$ cat src/rtl/ckegen_pkg.sv
// Shared types and helpers for the clock-enable generator/monitor family.
package ckegen_pkg;

  typedef enum logic [1:0] {
    S_IDLE,
    S_MEAS,
    S_LOCK
  } ckemon_state_t;

  // Counter width able to hold 0..2*T inclusive.
  function automatic int ckemon_width(input int t);
    return $clog2(2 * t + 1);
  endfunction

endpackage

$ cat src/rtl/ckemon_redge.sv
// Rising-edge detector: registers the input and flags a low-to-high transition
// in the same cycle the input goes high.
module redge (
  input  logic clk,
  input  logic rst,
  input  logic d,
  output logic q_edge
);

  logic d_q;

  // NOTE: sequential state uses non-blocking assignments so every register
  // samples pre-edge values regardless of process ordering.
  always_ff @(posedge clk or posedge rst) begin
    if (rst) d_q <= 1'b0;
    else     d_q <= d;
  end

  // A strobe already high right after reset counts as an edge, since d_q resets low.
  assign q_edge = d & ~d_q;

endmodule

$ cat src/rtl/ckemon.sv
// Clock-enable period monitor: measures strobe period, declares lock after
// LOCK_N consecutive in-tolerance periods, flags bad periods and timeouts.
module ckemon
  import ckegen_pkg::*;
#(
  parameter int  T      = 50000000,
  parameter int  TOL    = 1,
  parameter int  LOCK_N = 4,
  localparam int W      = ckemon_width(T)
) (
  input  logic         clk,
  input  logic         rst,
  input  logic         cke,
  output logic [W-1:0] period,
  output logic         period_vld,
  output logic         locked,
  output logic         err
);

  localparam int MW = $clog2(LOCK_N + 1);
  localparam logic [W-1:0]  P_LO   = W'(T - TOL);
  localparam logic [W-1:0]  P_HI   = W'(T + TOL);
  localparam logic [W-1:0]  P_MAX  = W'(2 * T);
  localparam logic [MW-1:0] M_LOCK = MW'(LOCK_N);

  ckemon_state_t state, state_d;
  logic [W-1:0]  cnt, cnt_d, period_d;
  logic [MW-1:0] mcnt, mcnt_d;
  logic          vld_d, err_d, locked_d;
  logic          cke_edge, in_tol, timeout;

  redge u_redge (
    .clk    (clk),
    .rst    (rst),
    .d      (cke),
    .q_edge (cke_edge)
  );

  assign in_tol  = (cnt >= P_LO) && (cnt <= P_HI);
  assign timeout = (cnt == P_MAX);

  // NOTE: every signal written here gets a default first, so no path can
  // leave one unassigned and infer a latch.
  always_comb begin
    state_d  = state;
    cnt_d    = cnt;
    mcnt_d   = mcnt;
    period_d = period;
    vld_d    = 1'b0;
    err_d    = 1'b0;
    case (state)
      S_IDLE: begin
        if (cke_edge) begin
          state_d = S_MEAS;
          cnt_d   = W'(1);
          mcnt_d  = '0;
        end else begin
          cnt_d = '0;
        end
      end
      S_MEAS, S_LOCK: begin
        // An edge wins over a simultaneous timeout; 2T is then reported as a bad period.
        if (cke_edge) begin
          cnt_d    = W'(1);
          period_d = cnt;
          vld_d    = 1'b1;
          if (in_tol) begin
            if (state == S_MEAS) begin
              mcnt_d = mcnt + MW'(1);
              if (mcnt_d == M_LOCK) state_d = S_LOCK;
            end
          end else begin
            err_d   = 1'b1;
            mcnt_d  = '0;
            state_d = S_MEAS;
          end
        end else if (timeout) begin
          err_d   = 1'b1;
          state_d = S_IDLE;
          cnt_d   = '0;
          mcnt_d  = '0;
        end else begin
          cnt_d = cnt + W'(1);
        end
      end
      default: begin
        state_d = S_IDLE;
        cnt_d   = '0;
        mcnt_d  = '0;
      end
    endcase
    locked_d = (state_d == S_LOCK);
  end

  always_ff @(posedge clk or posedge rst) begin
    if (rst) begin
      state      <= S_IDLE;
      cnt        <= '0;
      mcnt       <= '0;
      period     <= '0;
      period_vld <= 1'b0;
      err        <= 1'b0;
      locked     <= 1'b0;
    end else begin
      state      <= state_d;
      cnt        <= cnt_d;
      mcnt       <= mcnt_d;
      period     <= period_d;
      period_vld <= vld_d;
      err        <= err_d;
      locked     <= locked_d;
    end
  end

endmodule

$ cat config.mk
export PLATFORM = sky130hd
export DESIGN_NAME = ckemon
export DESIGN_NICKNAME = d
export VERILOG_FILES = /design/src/rtl/ckegen_pkg.sv /design/src/rtl/ckemon_redge.sv /design/src/rtl/ckemon.sv
export SDC_FILE = /design/constraint.sdc
export NUM_CORES = 1
export LEC_CHECK = 0
export ABC_AREA = 1
export BUFFER_PORTS_ARGS = -buffer_cell sky130_fd_sc_hd__buf_2
export CAP_MARGIN = 20
export CORE_MARGIN = 10
export CORE_UTILIZATION = 48
export CTS_CLUSTER_DIAMETER = 150
export CTS_CLUSTER_SIZE = 8
export DETAILED_ROUTE_END_ITERATION = 8
export PLACE_DENSITY = 0.81
export SLEW_MARGIN = 25
export SYNTH_ARGS = -nofsm -noshare
export SYNTH_HDL_FRONTEND = slang
export SYNTH_SLANG_ARGS = --single-unit
$ cat constraint.sdc
create_clock -name clk -period 2 [get_ports clk]
set_clock_uncertainty 0.1 [all_clocks]
set_input_delay 0.1 -clock clk [delete_from_list [all_inputs] [get_ports clk]]
set_output_delay 0.1 -clock clk [all_outputs]
set_load 0.02 [all_outputs]
* After elaboration in Yosys (flattened, before gate mapping)
Index checks and enable logic that the tools add are counted.
** Storage, ports and cells
- Word-level logic and storage cells :: 50
- Output and inout bits :: 30
- Register bits after elaboration :: 63
- Bits of input ports :: 3
** Operators by class
- $add $sub $neg :: 2
- Mux-type cells :: 23
- Reductions and logical operators :: 5
- Equal/unequal tests :: 8
- Magnitude comparators :: 2
- Bitwise logic cells :: 2
** Operator list (count)
- $mux 27 :: 2
- $pmux 27 s2 :: 1
- $add 27x1->27 const B :: 1
- $eq 27x27->1 const B :: 1
- $ge 27x26->1 const B :: 1
- $le 27x26->1 const B :: 1
- $mux 3 :: 5
- $mux 2 :: 6
- $mux 1 :: 7
- $pmux 3 s2 :: 1
- $eq 2x2->1 const B :: 2
- $ne 4x4->1 const B :: 1
- $pmux 2 s2 :: 1
- $add 3x1->3 const B :: 1
- $eq 3x3->1 const B :: 1
- $ne 3x3->1 const B :: 1
- $reduce_and 3->1 :: 1
- $eq 2x1->1 const B :: 1
- $logic_not 2->1 :: 1
- $ne 2x2->1 const B :: 1
- $reduce_and 2->1 :: 1
- $reduce_or 2->1 :: 1
- $and 1x1->1 :: 1
- $logic_and 1x1->1 :: 1
- $not 1->1 :: 1

* Longest topological paths before layout
- Depth after elaboration :: 8
- Depth in mapped cells :: 15

* Hierarchy
A second synthesis with hierarchy kept.
** Second synthesis, totals
- Cells, all modules :: 404
- Area total of the unflattened synthesis :: 3260.6 µm²
** Modules (own cells, without submodules)
- ckemon :: area each 3221.8 µm², times used 1, cells an instance 400
- redge :: area each 38.8 µm², times used 1, cells an instance 4

* Worst setup path after synthesis
No wires, ideal clock.
- Path kind :: flip-flop to flip-flop
- From :: register cnt[0]
- To :: register cnt[24]
- Cell stages (with the launch flop) :: 12
- Path buffers :: 0
- Period minus slack after synthesis :: 1.842 ns
- Required time :: 1.779 ns
- Path slack :: 0.158 ns
- Arrival time :: 1.621 ns
- Path through :: dfrtp_1 ha_1 nand3_2 nor3_4 nand2_2 nor2_4 nand4_4 nor2_4 nand2_2 nor2_2 xor2_1 nor2_1
** Between the ends
- Longest elaborated chain between the ends :: 4
- Elaborated cells on any way between the ends :: 5
- Classes of those cells :: 1 x add/sub; 1 x eq/ne; 3 x mux
** Ends and longest elaborated chain
- from (decl) :: RTL line ckemon.sv:27 : logic [W-1:0] cnt, cnt_d, period_d;
- from (signal assigned) :: RTL line ckemon.sv:106 : cnt <= cnt_d;
- $add 27x1->27 or $eq 27x27->1 (tied branches) :: RTL line ckemon.sv:83, ckemon.sv:40
- $mux 27 * :: RTL line ckemon.sv:77 : end else if (timeout) begin
- $mux 27 * :: RTL line ckemon.sv:63 : if (cke_edge) begin
- $pmux 27 s2 * :: RTL line ckemon.sv:51 : case (state)
- via cnt_d[24] :: RTL line ckemon.sv:27
Mark *: on every way through the listed nets, which the timed path passes. The rest lies on a longest branch.
A chain may end at the register's enable or synchronous reset.

* Worst setup path in the final report
- From :: register cnt[1]
- To :: register mcnt[0]
** Between the ends
- Longest elaborated chain between the ends :: 5
- Elaborated cells on any way between the ends :: 10
- Classes of those cells :: 2 x order compare; 3 x eq/ne; 3 x mux; 2 x reduce/logical
** Ends and longest elaborated chain
- $ge 27x26->1 or $le 27x26->1 (tied branches) :: RTL line ckemon.sv:39 : assign in_tol = (cnt >= P_LO) && (cnt <= P_HI);
- $logic_and 1x1->1 :: RTL line ckemon.sv:39
- $mux 3 :: RTL line ckemon.sv:67 : if (in_tol) begin
- $mux 3 :: RTL line ckemon.sv:63
- $pmux 3 s2 :: RTL line ckemon.sv:51
- to (signal assigned) :: RTL line ckemon.sv:107 : mcnt <= mcnt_d;
- to (decl) :: RTL line ckemon.sv:28 : logic [MW-1:0] mcnt, mcnt_d;
Parallel ways exist; a longest one is shown, timed or not.

==> metrics.txt <==
Netlist cell types 31; max_cap viols 0; H-tree Lvls 3; RSZ-0062 raised after global routing true; area delta synth->final 22.90%; commonest cells after routing, fill and taps aside 86 x nand2_1, 56 x dfrtp_1, 48 x nor2_1; initial antenna violation count 0; Power Density 781.3 nW/um^2; post-synthesis instance area 3299 um^2; Post-synth EDFFs 0; peak supply drop 476.6 uV; dpl hpwl 5612 um; largest area contributor in the netlist dfrtp_1; max_slew headroom 77.47%; Worst-Skew Late Latency 0.34 ns; worst slew pin tran 0.3375 ns; CTS tree yes; r2r setup slk -0.02 ns; Overflow after GRT 0; gpl congestion 0.9538; Fin. Hold Viols 0; Placement Setup Slack 0.002197 ns; fmax 494.3 MHz; number of global-route vias before repair 2685; met2 usage in global routing 23.45%; Row Count 30; TritonRoute pass-1 iters 4; Nets 470; number of remaining DRC errors 0; Worst Reg-to-Reg Cells 12; largest net degree at the start of global routing 64; maximum buffer depth of the clock tree 2; Sum Neg Setup Slack -0.06545 ns; DR vias/cell 5.204; GRT Overall Usage 15.05%; most common cell after layout, fill and taps aside nand2_1; clk sinks 63; gr busiest metal met2; Initial Util 49.11%; Core ar. 6719 um^2; CP peak stage delay 0.41 ns; worst path cell trace buf_4, inv_2, ha_1, nand3_1, nor3_2, nand3_2, nand3_1, nand2_1, inv_1, o21ai_4, nand2_1, o21ai_2; slowest cell on the critical path dfrtp_1; delay-heaviest family, CP simple AND/OR/NAND/NOR gates; CTS Root Cell clkbuf_8; DR iter-0 viols 180; post-synthesis sequential area ratio 47.78%; global-route wire length before repair 12550 um; cts bufs inserted 9; Leak Pwr 1.953 nW; CP endpoint kind flop; area of the die 10590 um^2; Tcrit/Tclk final 101.2%; Final ANT Viol Nets 0; Final WS setup -0.02302 ns; die height 102.9 um; final WL 7924 um; dpl cell area 3664 um^2; failing checks setup timing; Final Power 3.168 mW; FF-to-FF End mcnt[0]; reg2reg start cnt[1]; min Tclk post-route 2.023 ns; critical path fanouts, max 6; classification of the worst setup path reg -> reg; post-layout util 60.35%; Slew Viols, Final 0; Worst Hold Class in -> async; Final Cell Area 4055 um^2; detailed-route via count 2826; antenna diode count 0; IO Port Bufs 32; Ports 33; warnings from Yosys 0; Post-Syn Instances 402; syn avg cell area 8.207 um^2; die width 102.9 um; Clock Pin Slew Worst Setup and Hold Paths 0.06 ns; synthesis-stage register bit count 63; met1 Use GR 18.96%; Worst EP required 2.13 ns; WP buf/inv 3; outcome finished with violations; Setup Viol. Count Final 4; CP Data Arrival Time 2.15 ns; share of layout cells above drive strength 1 27.65%; ys flop type dfrtp_1; Avg WL per Cell 14.59 um; Net Count, Synth 414; Synth top area share 47.78%; met3 usage 3.954%; startpoint types flop; FFs w/ async S/R, synth 100.0%; Synth area leaders dfrtp_1 48%, nand2_1 10%, inv_1 5.7%
-- synth_stat cells (2+ instances only) --
cell      number
nor2_1        50
nand4_1       12
nand3_2        8
nor3_2         2
inv_2          4
o21ai_0       28
o21ai_1        3
ha_1           9
a21oi_1        9
buf_2          4
nor2_4         3
nor2_2         7
nand2_2        2
nand2_1       90
inv_1         50
nand3_1       14
dfrtp_1       63
clkbuf_1       5
nor3_1        14
xor2_1        14
-- per-stage QoR --
| step | hold slack [ns] | instances |
|---|---|---|
| floorplan | 0.03143 | 402 |
| global placement | 0.08663 | 519 |
| detailed placement | 0.08954 | 519 |
| CTS | 0.2855 | 537 |
| global route | 0.3040 | 543 |
| finish | 0.2671 | 543 |
-- metal layers --
| metal | up-vias | share of wire, % |
|---|---|---|
| li1 | 1390 | - |
| met1 | 1327 | 43 |
| met2 | 95 | 46 |
| met3 | 14 | 8.0 |
| met4 | 0 | 2.4 |
| met5 | - | 0 |
-- worst max path at each step --
stage	startpoint	cells past startpoint	to
3_5_place_dp	cnt[1]	10	cnt[26]
6_report	cnt[1]	12	mcnt[0]
3_3_place_gp	cnt[1]	11	cnt[24]
2_1_floorplan	cnt[0]	11	cnt[24]
4_1_cts	cnt[1]	11	cnt[24]
5_1_grt	cnt[0]	11	cnt[24]
-- kinds of logic after synthesis --
family / share of synthesized area [%]
and+or+nand+nor: 30.94
AOI/OAI and AO/OA: 6.560
DFF: 47.78
adders and majority gates: 3.413
buffers and inverters: 7.319
xor gates and xnor gates: 3.982
-- power breakdown --
group	internal (mW)	switching [mW]
clock	0.514	0.464
sequential	1.34	0.0640
combinational	0.297	0.484
total	2.16	1.01
-- registers in the layout, indices dropped and copies added, names as in the netlist --
| signal | cells |
|---|---|
| u_redge.d_q | 1 |
| cnt | 27 |
| mcnt | 3 |
| state | 2 |
| locked | 1 |
| err | 1 |
| period | 27 |
| period_vld | 1 |
-- layout make-up --
cell class | count | area [um^2]
fillers | 572 | 2664
multi-input cells | 276 | 1619
flip-flops and latches | 63 | 1585
repair buffers | 54 | 371.6
inverters | 54 | 202.7
clock buffers | 13 | 158.9
well taps | 80 | 100.1
clock inverters | 3 | 17.52
-- what timing repair did --
| action | 4_1_cts | 5_1_grt |
|---|---|---|
| pin swaps | 0 | 14 |
| hold endpoints to repair | 64 | 0 |
| setup endpoints to repair | 1 | 14 |
| gates cloned | 0 | 0 |
| hold buffers | 2 | 0 |
| buffers inserted | 0 | 6 |
| gates resized for setup | 1 | 41 |
-- tightest hold or removal path, stage by stage --
cell           delay [ns]
dlygate4sd3_1        0.54
buf_2                0.13
inv_2                0.06
buf_12               0.28
Note: power is estimated with default switching activity, not from simulation.
